$ cat src/rtl/seq_detect_param_if.sv
// rtl/seq_detect_param_if.sv - stream/control bundle for the serial pattern detector
interface seq_detect_param_if #(
    parameter int PAT_W = 4,
    parameter int CNT_W = 8
);
    logic             in_valid;
    logic             in;
    logic             mode_overlap;
    logic             clear;
    logic             pat_load;
    logic [PAT_W-1:0] pat_in;
    logic             out;
    logic [CNT_W-1:0] match_cnt;
    logic             cnt_sat;

    modport master (
        output in_valid, in, mode_overlap, clear, pat_load, pat_in,
        input  out, match_cnt, cnt_sat
    );

    modport slave (
        input  in_valid, in, mode_overlap, clear, pat_load, pat_in,
        output out, match_cnt, cnt_sat
    );
endinterface

$ cat src/rtl/seq_detect_param.sv
// rtl/seq_detect_param.sv - parametrised serial bit-pattern detector with saturating match count
module seq_detect_param #(
    parameter int               PAT_W   = 4,
    parameter logic [PAT_W-1:0] PATTERN = 4'b1101,
    parameter int               CNT_W   = 8
) (
    input  logic sys_clk,
    input  logic sys_rst_n,
    seq_detect_param_if.slave bus
);
    localparam int               FILL_W    = $clog2(PAT_W + 1);
    localparam logic [FILL_W-1:0] FILL_FULL = FILL_W'(PAT_W);

    logic [PAT_W-1:0]  pat_r, pat_nx;
    logic [PAT_W-1:0]  hist, hist_nx, nh;
    logic [FILL_W-1:0] fill, fill_nx, nf;
    logic [CNT_W-1:0]  cnt, cnt_nx;
    logic              out_r, out_nx;
    logic              hit;

    // State register; reset restores the parameter pattern and empties the history.
    always_ff @(posedge sys_clk or negedge sys_rst_n) begin
        if (!sys_rst_n) begin
            pat_r <= PATTERN;
            hist  <= '0;
            fill  <= '0;
            cnt   <= '0;
            out_r <= 1'b0;
        end else begin
            pat_r <= pat_nx;
            hist  <= hist_nx;
            fill  <= fill_nx;
            cnt   <= cnt_nx;
            out_r <= out_nx;
        end
    end

    // Next-state: load beats clear beats an accepted bit; the pulse only lives one cycle.
    always_comb begin
        pat_nx  = pat_r;
        hist_nx = hist;
        fill_nx = fill;
        cnt_nx  = cnt;
        out_nx  = 1'b0;
        nh      = {hist[PAT_W-2:0], bus.in};
        nf      = (fill == FILL_FULL) ? FILL_FULL : fill + 1'b1;
        hit     = (nf == FILL_FULL) && (nh == pat_r);
        if (bus.pat_load) begin
            pat_nx  = bus.pat_in;
            hist_nx = '0;
            fill_nx = '0;
        end else if (bus.clear) begin
            hist_nx = '0;
            fill_nx = '0;
            cnt_nx  = '0;
        end else if (bus.in_valid) begin
            hist_nx = nh;
            if (hit) begin
                out_nx = 1'b1;
                if (!(&cnt)) begin
                    cnt_nx = cnt + 1'b1;
                end
                // Non-overlap mode forces the next match to be built from fresh bits only.
                fill_nx = bus.mode_overlap ? FILL_FULL : '0;
            end else begin
                fill_nx = nf;
            end
        end
    end

    assign bus.out       = out_r;
    assign bus.match_cnt = cnt;
    assign bus.cnt_sat   = &cnt;
endmodule

$ cat src/flat_wrapper.sv
// flat-port wrapper written by rule: the top's interface ports become plain ports
module seq_detect_param_flat 
#(
    parameter int               PAT_W   = 4,
    parameter logic [PAT_W-1:0] PATTERN = 4'b1101,
    parameter int               CNT_W   = 8
)
  (sys_clk, sys_rst_n, bus_in_valid, bus_in, bus_mode_overlap, bus_clear, bus_pat_load, bus_pat_in, bus_out, bus_match_cnt, bus_cnt_sat);
  seq_detect_param_if #(.PAT_W(PAT_W), .CNT_W(CNT_W)) bus_i ();
  input  logic sys_clk;
  input  logic sys_rst_n;
  input wire logic [$bits(bus_i.in_valid)-1:0] bus_in_valid;
  input wire logic [$bits(bus_i.in)-1:0] bus_in;
  input wire logic [$bits(bus_i.mode_overlap)-1:0] bus_mode_overlap;
  input wire logic [$bits(bus_i.clear)-1:0] bus_clear;
  input wire logic [$bits(bus_i.pat_load)-1:0] bus_pat_load;
  input wire logic [$bits(bus_i.pat_in)-1:0] bus_pat_in;
  output wire logic [$bits(bus_i.out)-1:0] bus_out;
  output wire logic [$bits(bus_i.match_cnt)-1:0] bus_match_cnt;
  output wire logic [$bits(bus_i.cnt_sat)-1:0] bus_cnt_sat;
  assign bus_i.in_valid = bus_in_valid;
  assign bus_i.in = bus_in;
  assign bus_i.mode_overlap = bus_mode_overlap;
  assign bus_i.clear = bus_clear;
  assign bus_i.pat_load = bus_pat_load;
  assign bus_i.pat_in = bus_pat_in;
  assign bus_out = bus_i.out;
  assign bus_match_cnt = bus_i.match_cnt;
  assign bus_cnt_sat = bus_i.cnt_sat;
  seq_detect_param #(.PAT_W(PAT_W), .PATTERN(PATTERN), .CNT_W(CNT_W)) u_core (.sys_clk(sys_clk), .sys_rst_n(sys_rst_n), .bus(bus_i));
endmodule
$ cat config.mk
export PLATFORM = sky130hd
export DESIGN_NAME = seq_detect_param_flat
export DESIGN_NICKNAME = d
export VERILOG_FILES = /design/src/rtl/seq_detect_param_if.sv /design/src/rtl/seq_detect_param.sv /design/src/flat_wrapper.sv
export SDC_FILE = /design/constraint.sdc
export NUM_CORES = 1
export LEC_CHECK = 0
export CORE_MARGIN = 3
export CORE_UTILIZATION = 42
export DETAILED_ROUTE_END_ITERATION = 12
export PLACE_DENSITY = 0.73
export SYNTH_ARGS = -nofsm -noshare
export SYNTH_HDL_FRONTEND = slang
export SYNTH_SLANG_ARGS = --single-unit
$ cat constraint.sdc
create_clock -name sys_clk -period 2.9 [get_ports sys_clk]
set_input_delay 0.29 -clock sys_clk [delete_from_list [all_inputs] [get_ports sys_clk]]
set_output_delay 0.29 -clock sys_clk [all_outputs]
set_load 0.02 [all_outputs]
# [Word level (Yosys, flattened, before mapping)]
# Cells that the tools add are included.
[totals] register_bits=19 input_bits=11 elab_cells=35
[op_classes] add_sub_neg=2 n_eq_ne=4 mux=17 bitwise_logic=1 n_reduce_logical=6
[ops] op="8-bit two-way mux" count=4
[ops] op="3-bit two-way mux" count=9
[ops] op="8-bit by 1-bit adder with 8-bit output, second input constant" count=1
[ops] op="8-bit AND reduction" count=1
[ops] op="3-bit equality test, second input constant" count=2
[ops] op="4-bit equality test" count=1
[ops] op="1-bit two-way mux" count=4
[ops] op="4-bit AND reduction" count=1
[ops] op="2-bit nonzero test" count=2
[ops] op="3-bit by 1-bit adder with 3-bit output, second input constant" count=1
[ops] op="3-bit nonzero test" count=1
[ops] op="2-bit != test, second input constant" count=1
[ops] op="1-bit logical AND" count=1
[ops] op="1-bit inverter" count=1

# [Longest topological paths before layout]
# Gate-level depths: netlist of the first run.
[depth] depth_word=8 mapped_depth=7 ltp_nobuf=6

# [Worst setup path before layout of the first run]
# No wires, ideal clock.
[synth_timing] path_kind="register -> register" startpoint="reg u_core.cnt[0], in the netlist u_core.bus.match_cnt[0]" endpoint="reg u_core.cnt[0], in the netlist u_core.bus.match_cnt[0]" setup_time_ps=104 arrival_time_ps=1596 required_time_ps=2796 path_slack_ps=1200 path_stages_with_launch=6 period_less_slack_ps=1700 path_cell_list="dfrtp_1 ha_1 nand2_1 nor3_2 nor4_1 o311ai_1"
[synth_between] elab_cells_between_ends=8 cone_classes="add/sub: 1; eq/ne: 1; mux: 4; reduce/logical: 2"
[synth_lines] item="start, declared" line_no="seq_detect_param.sv:17" rtl="logic [CNT_W-1:0] cnt, cnt_nx;"
[synth_lines] item="start signal, assigned" line_no="seq_detect_param.sv:33" rtl="cnt <= cnt_nx;"
[synth_lines] item="8-bit AND reduction"
[synth_lines] item="net bus_cnt_sat" line_no="flat_wrapper.sv:20" rtl="output wire logic [$bits(bus_i.cnt_sat)-1:0] bus_cnt_sat;"
[synth_lines] item="2-bit != test (no source line)"
[synth_lines] item="4-bit AND reduction (no source line)"
# The timed path passes the listed nets, and every way through them passes these cells. The select of a mux whose other input is x is not followed.
# A chain may end at the register's enable or synchronous reset.

# [Worst setup path in the final report of the first run]
[layout_timing] startpoint="reg u_core.cnt[1], in the netlist u_core.bus.match_cnt[1]" endpoint="out bus_cnt_sat"
[layout_between] elab_chain_len=1
[layout_rtl] item="8-bit AND reduction" line_no="seq_detect_param.sv:73" rtl="assign bus.cnt_sat = &cnt;"
[layout_rtl] item="end, declared" line_no="flat_wrapper.sv:20"
# No other way between the ends.

==> results.md, run 1 <==
- Outcome: complete, no violations
- Final hold slack: 478 ps
- CP max stage delay: 650 ps
- Syn nets: 136
- Maximum VDD drop: 0.000302 V
- Clock-pin slew on the worst setup and hold paths: 120 ps
- Io pins: 21
- Post-DP HPWL: 2000 microns
- Number of global-route vias before repair: 1042
- TritonCTS Buffers: 3
- Crit path required time: 2610 ps
- #FFs+latches synth: 19
- Warnings, synthesis: 0
- RR Startpoint: u_core.fill[0]
- Critical path launch point: u_core.bus.match_cnt[1]
- Routed via count: 1031
- Num rows: 18
- Multi-input gate area: 663 sq um
- Cells taking the most area after synthesis: dfrtp_1 (34%), dfstp_2 (6.6%), mux2i_1 (4.2%)
- Top cells by count, synth: dfrtp_1 (16), nand2_1 (8), nor2_1 (7)
- Top FF cell, synth: dfrtp_1
- Die W: 59.3 microns
- H-Tree Depth: 1
- Area share of the largest cell type after synthesis: 33.6%
- Initial antenna violation count: 0
- Library cells used by synthesis: 42
- Total core area: 2590 sq um
- Grt total ovfl: 0
- I/O Buffers: 20
- Post-synth top area cell: dfrtp_1
- PD cells: 365 nW/um^2
- Pre-antenna DRT Iters: 4
- Cell area after synthesis: 1190 sq um
- Routability Congestion: 0.899
- Reg-to-reg slack, setup: 1020 ps
- Worst EP arrival: 2030 ps
- DRC violations left: 0
- CP Cell Sequence: ha_1 > nand2_1 > nor3_2 > clkdlybuf4s50_1
- Root Buffer Master: clkbuf_4
- Clock tree sinks: 19
- Fill cell count: 253
- Per-cell routed wire length: 15.4 microns
- Max Cap Violations: 0
- Tot GR Track Use: 17.1%
- Nets: 157
- Min Clock Period, post-route: 2320 ps
- Max Freq: 0.431 GHz
- Clk_skew: 1.95 ps
- Clock Latency Late Sink: 300 ps
- Period utilisation layout: 80.0%
- Ant. Diodes: 0
- CP bufs+invs: 1
- Synth async-reset ratio: 100%
- Crit path launch type: flop
- Relative slew slack: 40.5%
- Post-Synthesis Cells: 122
- Resize count post-CTS: 0
- Hold Fails Final Rpt: 0
- Leak pwr: 0.573 nW
- Layout cell share with drive strength beyond 1: 12.0%
- Die height: 59.3 microns
- Average size of a mapped cell: 9.76 sq um
- Clk buf depth: 2
- Count leader, synth: dfrtp_1
- Routed Antenna Nets: 0
- Worst hold path class: in -> async
- Largest net degree at the start of global routing: 20
- Vias per inst: 5.99
- Hold buffers post-CTS: 0
- Initial core utilization: 46.0%
- Worst-Margin Slew: 890 ps
- Routed WL: 2640 microns
- Post-synth EDFFs: 0
- First-iteration detailed-routing DRC count: 54
- RSZ-0062 raised after global routing: false
- Worst Path Max Fanout: 5
- Critical setup path kind: reg -> out
- CTS tree: done
- DIE AREA: 3510 sq um
- Seq/Total Area, Yosys: 40.2%
- # setup viols final: 0
- Worst path slowest cell: clkdlybuf4s50_1
- Max Slew Vio Count: 0
- Synth-to-Final Area Change: 20.7%
- Post-CTS Setup Bufs: 0
- Utilization after layout: 55.5%
- First-pass GRT wire length: 4600 microns
- Setup TNS: 0 ps
- CP Capture Type: output pin
- CP top delay family: buffers and inverters
- Register area: 479 sq um
power breakdown:
group / internal [mW] / leakage, nW / switching, mW / total (mW)
clock: 0.0513 / 0.0177 / 0.0872 / 0.139
sequential: 0.280 / 0.250 / 0.0134 / 0.293
combinational: 0.0442 / 0.305 / 0.0487 / 0.0930
metrics by stage:
stage / setup slack [ps] / cells / instance area, sq um / power (mW)
CTS: 561 / 172 / 1440 / 0.535
global placement: 904 / 168 / 1410 / 0.390
finish: 581 / 172 / 1440 / 0.524
global route: 418 / 172 / 1440 / 0.558
floorplan: 1200 / 122 / 1190 / 0.353
detailed placement: 883 / 168 / 1410 / 0.392
routing by layer:
layer / track usage [%] / wire [microns]
met2: 28.4 / 1300
met1: 22.1 / 1190
met3: 4.14 / 134
met5: 0 / 0
met4: 4.85 / 14
worst paths after layout:
path / depth (start not counted) / end
hold / removal: 1 / u_core.fill[0]
hold reg to reg: 1 / u_core.pat_r[1]
setup reg to reg: 5 / u_core.bus.match_cnt[7]
min in group sys_clk: 1 / u_core.pat_r[1]
setup / recovery: 4 / bus_cnt_sat
max in group asynchronous: 1 / u_core.bus.match_cnt[0]
area by class of cell:
| class | count | share of cell area (%) |
|---|---|---|
| multi-input cells | 92 | 46.1 |
| flip-flops and latches | 19 | 33.3 |
| repair buffers | 21 | 14.4 |
| well taps | 30 | 2.61 |
| clock buffers | 3 | 1.57 |
| inverters | 6 | 1.57 |
| clock inverters | 1 | 0.348 |
sequential cells by signal, indices dropped and copies added, names as in the netlist:
| signal | cells |
|---|---|
| u_core.bus.match_cnt | 8 |
| u_core.bus.out | 1 |
| u_core.fill | 3 |
| u_core.hist | 3 |
| u_core.pat_r | 4 |
cell families (layout without fill, tap and decap cells):
kind of cell | Yosys count | in the layout | synth area share (%)
simple gates | 50 | 50 | 23.5
flops | 19 | 19 | 40.2
mux | 9 | 9 | 7.98
buf+inv | 11 | 31 | 4.10
fa+ha+maj | 3 | 3 | 3.15
xor+xnor | 5 | 5 | 3.68
compound gates | 25 | 25 | 17.3
layout by cell type, fill, tap and decap left out, types with 3 or more instances in the layout:
cell type and count:
a41oi_1 4, mux2_2 4, xnor2_1 4, nand2b_1 4, a21oi_1 5, nand4_1 4, nor3_1 5, ha_1 3
clkdlybuf4s50_1 20, a211oi_1 4, mux2i_1 5, dfstp_2 3, nand2_1 8, and3_1 5, nand3_1 4, dfrtp_1 16
clkbuf_4 3, nor2_1 7, inv_1 6
(Power assumes the default switching activity.)
==> inputs of run 2 (changes only) <==
==> constraint.sdc (replaced) <==
create_clock -name sys_clk -period 2.22 [get_ports sys_clk]
set_input_delay 0.222 -clock sys_clk [delete_from_list [all_inputs] [get_ports sys_clk]]
set_output_delay 0.222 -clock sys_clk [all_outputs]
set_load 0.02 [all_outputs]
==> run 2 against run 1 <==
Compared with the run above: first-iteration DRC count unchanged; count of clock-buffer cells in the layout grew 1; die area unchanged; worst setup slack got worse by 330 ps; via count is 0.68% lower; clock power grew 23%; wire length down 1.9%; register-to-register slack got worse by 660 ps; critical path type unchanged; largest power group unchanged.
==> results.md, run 2 (same netlist as run 1, synthesis figures left out) <==
- Outcome: complete, no violations
- Worst hold path class: in -> async
- Crit path launch type: flop
- Period utilisation layout: 88.7%
- Per-cell routed wire length: 14.9 microns (-3.1%)
- Io pins: 21 (unchanged)
- Clock network power share: 25.2% (-1.2 points)
- Reg-to-Reg End: u_core.bus.match_cnt[1]
- CTS tree: done
- Worst R2R Path Depth: 5 (unchanged)
- Tot GR Track Use: 16.3% (-0.82 points)
- Max Freq: 0.508 GHz
- CP Capture Type: output pin
- Nets: 159 (+1.3%)
- Placed inst area: 1430 sq um (+1.1%)
- DIE AREA: 3510 sq um (unchanged)
- Sequential Power Share: 56.3% (+0.4 points)
- PD cells: 469 nW/um^2 (+28%)
- Int Pwr: 0.495 mW (+32%)
- Vias per inst: 5.89 (-1.8%)
- Reg-to-reg slack, setup: 360 ps (-660 ps)
- Setup TNS: 0 ps (unchanged)
- Switch Pwr: 0.185 mW (+24%)
- Clock tree sinks: 19 (unchanged)
- Die height: 59.3 microns (unchanged)
- Root Buffer Master: clkbuf_4
- Num rows: 18 (unchanged)
- Worst-Margin Slew: 444 ps (-446 ps)
- Initial antenna violation count: 0 (unchanged)
- Clk buf depth: 2 (unchanged)
- First-pass GRT wire length: 4320 microns (-6.0%)
- # setup viols final: 0 (unchanged)
- Max Slew Vio Count: 0 (unchanged)
- Routed WL: 2590 microns (-1.9%)
- Leak pwr: 0.585 nW (+2.0%)
- Routed Antenna Nets: 0 (unchanged)
- Routed via count: 1024 (-0.68%)
- Clock-pin slew on the worst setup and hold paths: 100 ps (-20 ps)
- Die W: 59.3 microns (unchanged)
- Max Cap Violations: 0 (unchanged)
- Number of global-route vias before repair: 958 (-8.1%)
- Post-DP HPWL: 1960 microns (-2.1%)
- Switch share: 27.1% (-1.3 points)
- Largest net degree at the start of global routing: 20 (unchanged)
- Pre-antenna DRT Iters: 4 (unchanged)
- Relative slew slack: 70.1% (+30 points)
- TritonCTS Buffers: 3 (unchanged)
- Utilization after layout: 56.0% (+0.48 points)
- Grt total ovfl: 0 (unchanged)
- Comb pwr share: 18.5% (+0.8 points)
- Hold Fails Final Rpt: 0 (unchanged)
- I/O Buffers: 20 (unchanged)
- Routability Congestion: 0.890 (-0.93%)
- Design area: 1450 sq um (+0.87%)
- Layout cell share with drive strength beyond 1: 12.5% (+0.53 points)
- Clock Latency Late Sink: 290 ps (about the same)
- Min Clock Period, post-route: 1970 ps
- Synth-to-Final Area Change: 21.7%
- First-iteration detailed-routing DRC count: 54 (unchanged)
- Commonest non-fill, non-tap cells in the layout: clkdlybuf4s50_1 (19), dfrtp_1 (16), nand2_1 (8), nor2_1 (7), inv_1 (6)
- Maximum VDD drop: 0.000432 V (+43%)
- Clk_skew: 5.37 ps (+3.42 ps)
- Fill cell count: 239 (-5.5%)
- RSZ-0062 raised after global routing: false
- Worst Path Max Fanout: 6 (+1)
- Crit path required time: 2000 ps (-610 ps)
- Ant. Diodes: 0 (unchanged)
- Initial core utilization: 46.0% (unchanged)
- Total core area: 2590 sq um (unchanged)
- DRC violations left: 0 (unchanged)
- Worst EP arrival: 1750 ps (-280 ps)
- Critical path capture point: bus_cnt_sat
- H-Tree Depth: 1 (unchanged)
- Max FFs per register: 8 (unchanged)
- Leading cell type in the layout, fill and taps excluded: clkdlybuf4s50_1
- RR Startpoint: u_core.fill[0]
- Critical setup path kind: reg -> out
- Critical path launch point: u_core.bus.match_cnt[0]
-- run 2: changes by cell type in the layout (fill, tap and decap cells not counted), sizes merged --
| cell | change |
|---|---|
| buf | +2 |
| clkbuf | +1 |
| clkdlybuf4s50 | -1 |
| clkinv | -1 |
| dlygate4sd2 | +1 |
-- run 2: repair_timing --
item / 4_1_cts / 5_1_grt
hold endpoints to repair: 0 / 0
hold buffers: 0 / 0
setup endpoints to repair: 1 / 0
setup buffers: 0 / 0
resized for setup: 1 / 0
-- run 2: power by group through the flow --
stage / logic, mW / registers, mW / clock network (mW)
after floorplan: 0.0676 / 0.393 / 0
after global placement: 0.123 / 0.388 / 0
after detailed placement: 0.126 / 0.389 / 0
after CTS: 0.126 / 0.382 / 0.177
after global routing: 0.138 / 0.386 / 0.193
final: 0.126 / 0.383 / 0.171
-- run 2: area by class of cell --
cell class	instances	area, sq um	area share (%)
Timing Repair Buffer	23	221	15.3
Sequential cell	19	479	33.0
Tap cell	30	37.5	2.59
Inverter	6	22.5	1.55
Multi-Input combinational cell	92	663	45.7
Clock buffer	4	26.3	1.81
-- run 2: critical path, cell delays in order, from the launching register on --
cell and delay, ps:
dfrtp_1 450, ha_1 240, nand2_1 120, nor3_2 270, dlygate4sd2_1 370
-- run 2: how the worst min path moves through the flow --
stage | endpoint | slack (ps)
2_1_floorplan | u_core.bus.match_cnt[0] | -70
3_3_place_gp | u_core.pat_r[1] | 520
3_5_place_dp | u_core.pat_r[1] | 540
4_1_cts | u_core.fill[2] | 250
5_1_grt | u_core.bus.match_cnt[3] | 250
6_report | u_core.fill[2] | 240
-- run 2: routing by layer --
layer	track usage, %	up-vias	routed length (microns)
li1	-	498	-
met1	20.8	486	1120
met2	27.1	38	1250
met3	5.23	2	208
met4	2.91	0	14
met5	0	-	0
-- run 2: through the flow --
stage	hold slack, ps	power (mW)	cells	setup slack, ps
after floorplan	-73.6	0.461	122	520
final	244	0.680	174	250
after global placement	516	0.512	170	315
after global routing	251	0.716	174	118
after CTS	250	0.686	174	254
after detailed placement	540	0.516	170	306
==> inputs of run 3 (changes only) <==
--- a/config.mk
+++ b/config.mk
@@ -5,10 +5,12 @@
 export SDC_FILE = /design/constraint.sdc
 export NUM_CORES = 1
 export LEC_CHECK = 0
+export CELL_PAD_IN_SITES_DETAIL_PLACEMENT = 1
+export CELL_PAD_IN_SITES_GLOBAL_PLACEMENT = 1
 export CORE_MARGIN = 3
-export CORE_UTILIZATION = 42
+export CORE_UTILIZATION = 39
 export DETAILED_ROUTE_END_ITERATION = 12
-export PLACE_DENSITY = 0.73
+export PLACE_DENSITY = 0.84
 export SYNTH_ARGS = -nofsm -noshare
 export SYNTH_HDL_FRONTEND = slang
 export SYNTH_SLANG_ARGS = --single-unit
==> run 3 against run 2 <==
Compared with the run above: flip-flop and latch count unchanged; global-route usage up 0.53 points; worst setup slack worse by 15 ps; critical path depth unchanged; die area up 6.9%; clock skew up 0.97 ps; utilization down 4.6 points; clock power up 5%; count of clock-buffer cells in the layout down 1; cell count up 0.57%; largest cell class unchanged.
==> results.md, run 3 (same netlist as run 1, synthesis figures left out) <==
- Post-DP HPWL: 2180 microns (+11%)
- TritonCTS Buffers: 3 (unchanged)
- Per-cell routed wire length: 16.5 microns (+11%)
- CP bufs+invs: 1 (unchanged)
- Number of global-route vias before repair: 1037 (+8.2%)
- Worst Path Max Fanout: 6 (unchanged)
- Num rows: 19 (+1)
- Setup TNS: 0 ps (unchanged)
- Resize count post-CTS: 1 (unchanged)
- Commonest non-fill, non-tap cells in the layout: clkdlybuf4s50_1 (19), dfrtp_1 (16), nand2_1 (8), nor2_1 (7), inv_1 (6)
- Routed via count: 1056 (+3.1%)
- Max Cap Violations: 0 (unchanged)
- First-pass GRT wire length: 4710 microns (+9.1%)
- Pre-antenna DRT Iters: 4 (unchanged)
- CP max stage delay: 450 ps (about the same)
- Reg-to-Reg End: u_core.bus.match_cnt[4]
- Reg-to-reg slack, setup: 290 ps (-70 ps)
- Vias per inst: 6.03 (+2.5%)
- DIE AREA: 3750 sq um (+6.9%)
- CP Capture Type: output pin
- Initial core utilization: 42.1% (-3.9 points)
- Io pins: 21 (unchanged)
- Hold Fails Final Rpt: 0 (unchanged)
- Clk buf depth: 2 (unchanged)
- DRC violations left: 0 (unchanged)
- CTS tree: done
- Worst-Margin Slew: 460 ps (+15.9 ps)
- Maximum VDD drop: 0.000231 V (-47%)
- First-iteration detailed-routing DRC count: 52 (-3.7%)
- Tot GR Track Use: 16.8% (+0.53 points)
- Largest net degree at the start of global routing: 20 (unchanged)
- Clk_skew: 6.34 ps (+0.970 ps)
- Placed inst area: 1430 sq um (about the same)
- Hold buffers post-CTS: 0 (unchanged)
- Worst R2R Path Depth: 6 (+1)
- Clock tree sinks: 19 (unchanged)
- Ant. Diodes: 0 (unchanged)
- Die height: 61.3 microns (+3.4%)
- Critical setup path kind: reg -> out
- Max FFs per register: 8 (unchanged)
- PD cells: 476 nW/um^2 (+1.5%)
- H-Tree Depth: 1 (unchanged)
- RR Startpoint: u_core.fill[0]
- Max Freq: 0.504 GHz (-0.74%)
- Initial antenna violation count: 0 (unchanged)
- Relative slew slack: 69.4% (-0.79 points)
- Root Buffer Master: clkbuf_4
- Worst path slowest cell: dfrtp_1
- Synth-to-Final Area Change: 22.0%
- Crit path launch type: flop
- Worst hold path class: in -> async
- I/O Buffers: 20 (unchanged)
- Routed Antenna Nets: 0 (unchanged)
- Outcome: complete, no violations
- Leading cell type in the layout, fill and taps excluded: clkdlybuf4s50_1
- Design area: 1450 sq um (+0.17%)
- Min Clock Period, post-route: 1980 ps (+14.8 ps)
- Crit path required time: 2000 ps (about the same)
- Worst EP arrival: 1760 ps (about the same)
- # setup viols final: 0 (unchanged)
- Period utilisation layout: 89.4% (+0.66 points)
- Routed WL: 2890 microns (+11%)
- Clock-pin slew on the worst setup and hold paths: 120 ps (+20 ps)
- Post-CTS Setup Bufs: 0 (unchanged)
- Clock Latency Late Sink: 300 ps (about the same)
- Die W: 61.3 microns (+3.4%)
- RSZ-0062 raised after global routing: false
- CP top delay family: flip-flops
- Max Slew Vio Count: 0 (unchanged)
- Routability Congestion: 0.896 (+0.67%)
- CP Cell Sequence: ha_1 > nand2_1 > nor3_2 > dlygate4sd2_1
- Total core area: 2830 sq um (+9.2%)
- Nets: 159 (unchanged)
- Grt total ovfl: 0 (unchanged)
- Leak pwr: 0.588 nW (+0.47%)
- Layout cell share with drive strength beyond 1: 13.2% (+0.69 points)
==> run 3: power by group <==
part | internal (mW) | total (mW) | leakage, nW | switching (mW)
Combinational | 0.0603 | 0.127 | 0.320 | 0.0670
Clock | 0.0672 | 0.180 | 0.0177 | 0.113
Sequential | 0.365 | 0.384 | 0.250 | 0.0185
==> run 3: worst max-delay path by stage <==
stage	start	to	slack [ps]	depth (start not counted)
2_1_floorplan	u_core.bus.match_cnt[0]	u_core.bus.match_cnt[0]	520	5
3_3_place_gp	u_core.bus.match_cnt[0]	bus_cnt_sat	300	4
3_5_place_dp	u_core.bus.match_cnt[0]	bus_cnt_sat	280	4
4_1_cts	u_core.bus.match_cnt[0]	bus_cnt_sat	230	4
5_1_grt	u_core.bus.match_cnt[0]	bus_cnt_sat	100	4
6_report	u_core.bus.match_cnt[0]	bus_cnt_sat	240	4
==> run 3: per-stage QoR <==
stage / util (%) / hold WS [ps] / worst slack, ps / power (mW) / cells
after floorplan: - / -73.6 / 520 / 0.461 / 122
after global placement: 50.4 / 514 / 301 / 0.514 / 171
after detailed placement: 50.4 / 535 / 280 / 0.518 / 171
after CTS: 51.3 / 247 / 228 / 0.700 / 175
after global routing: 51.3 / 250 / 95.9 / 0.731 / 175
final: 51.3 / 243 / 236 / 0.691 / 175
==> run 3: area by class of cell <==
cell class / instances / area, sq um
Clock buffer: 3 / 22.5
Fill cell: 327 / 1380
Timing Repair Buffer: 23 / 221
Inverter: 6 / 22.5
Sequential cell: 19 / 479
Tap cell: 31 / 38.8
Multi-Input combinational cell: 92 / 663
Clock inverter: 1 / 5.00
==> run 3: metal layers <==
layer  part of all wire [%]  wire length, microns  global-route usage (%)
met1                     46                  1340                    22.0
met2                     48                  1380                    27.9
met3                    4.3                   125                    2.31
met4                    1.4                    40                    6.81
met5                      0                     0                       0
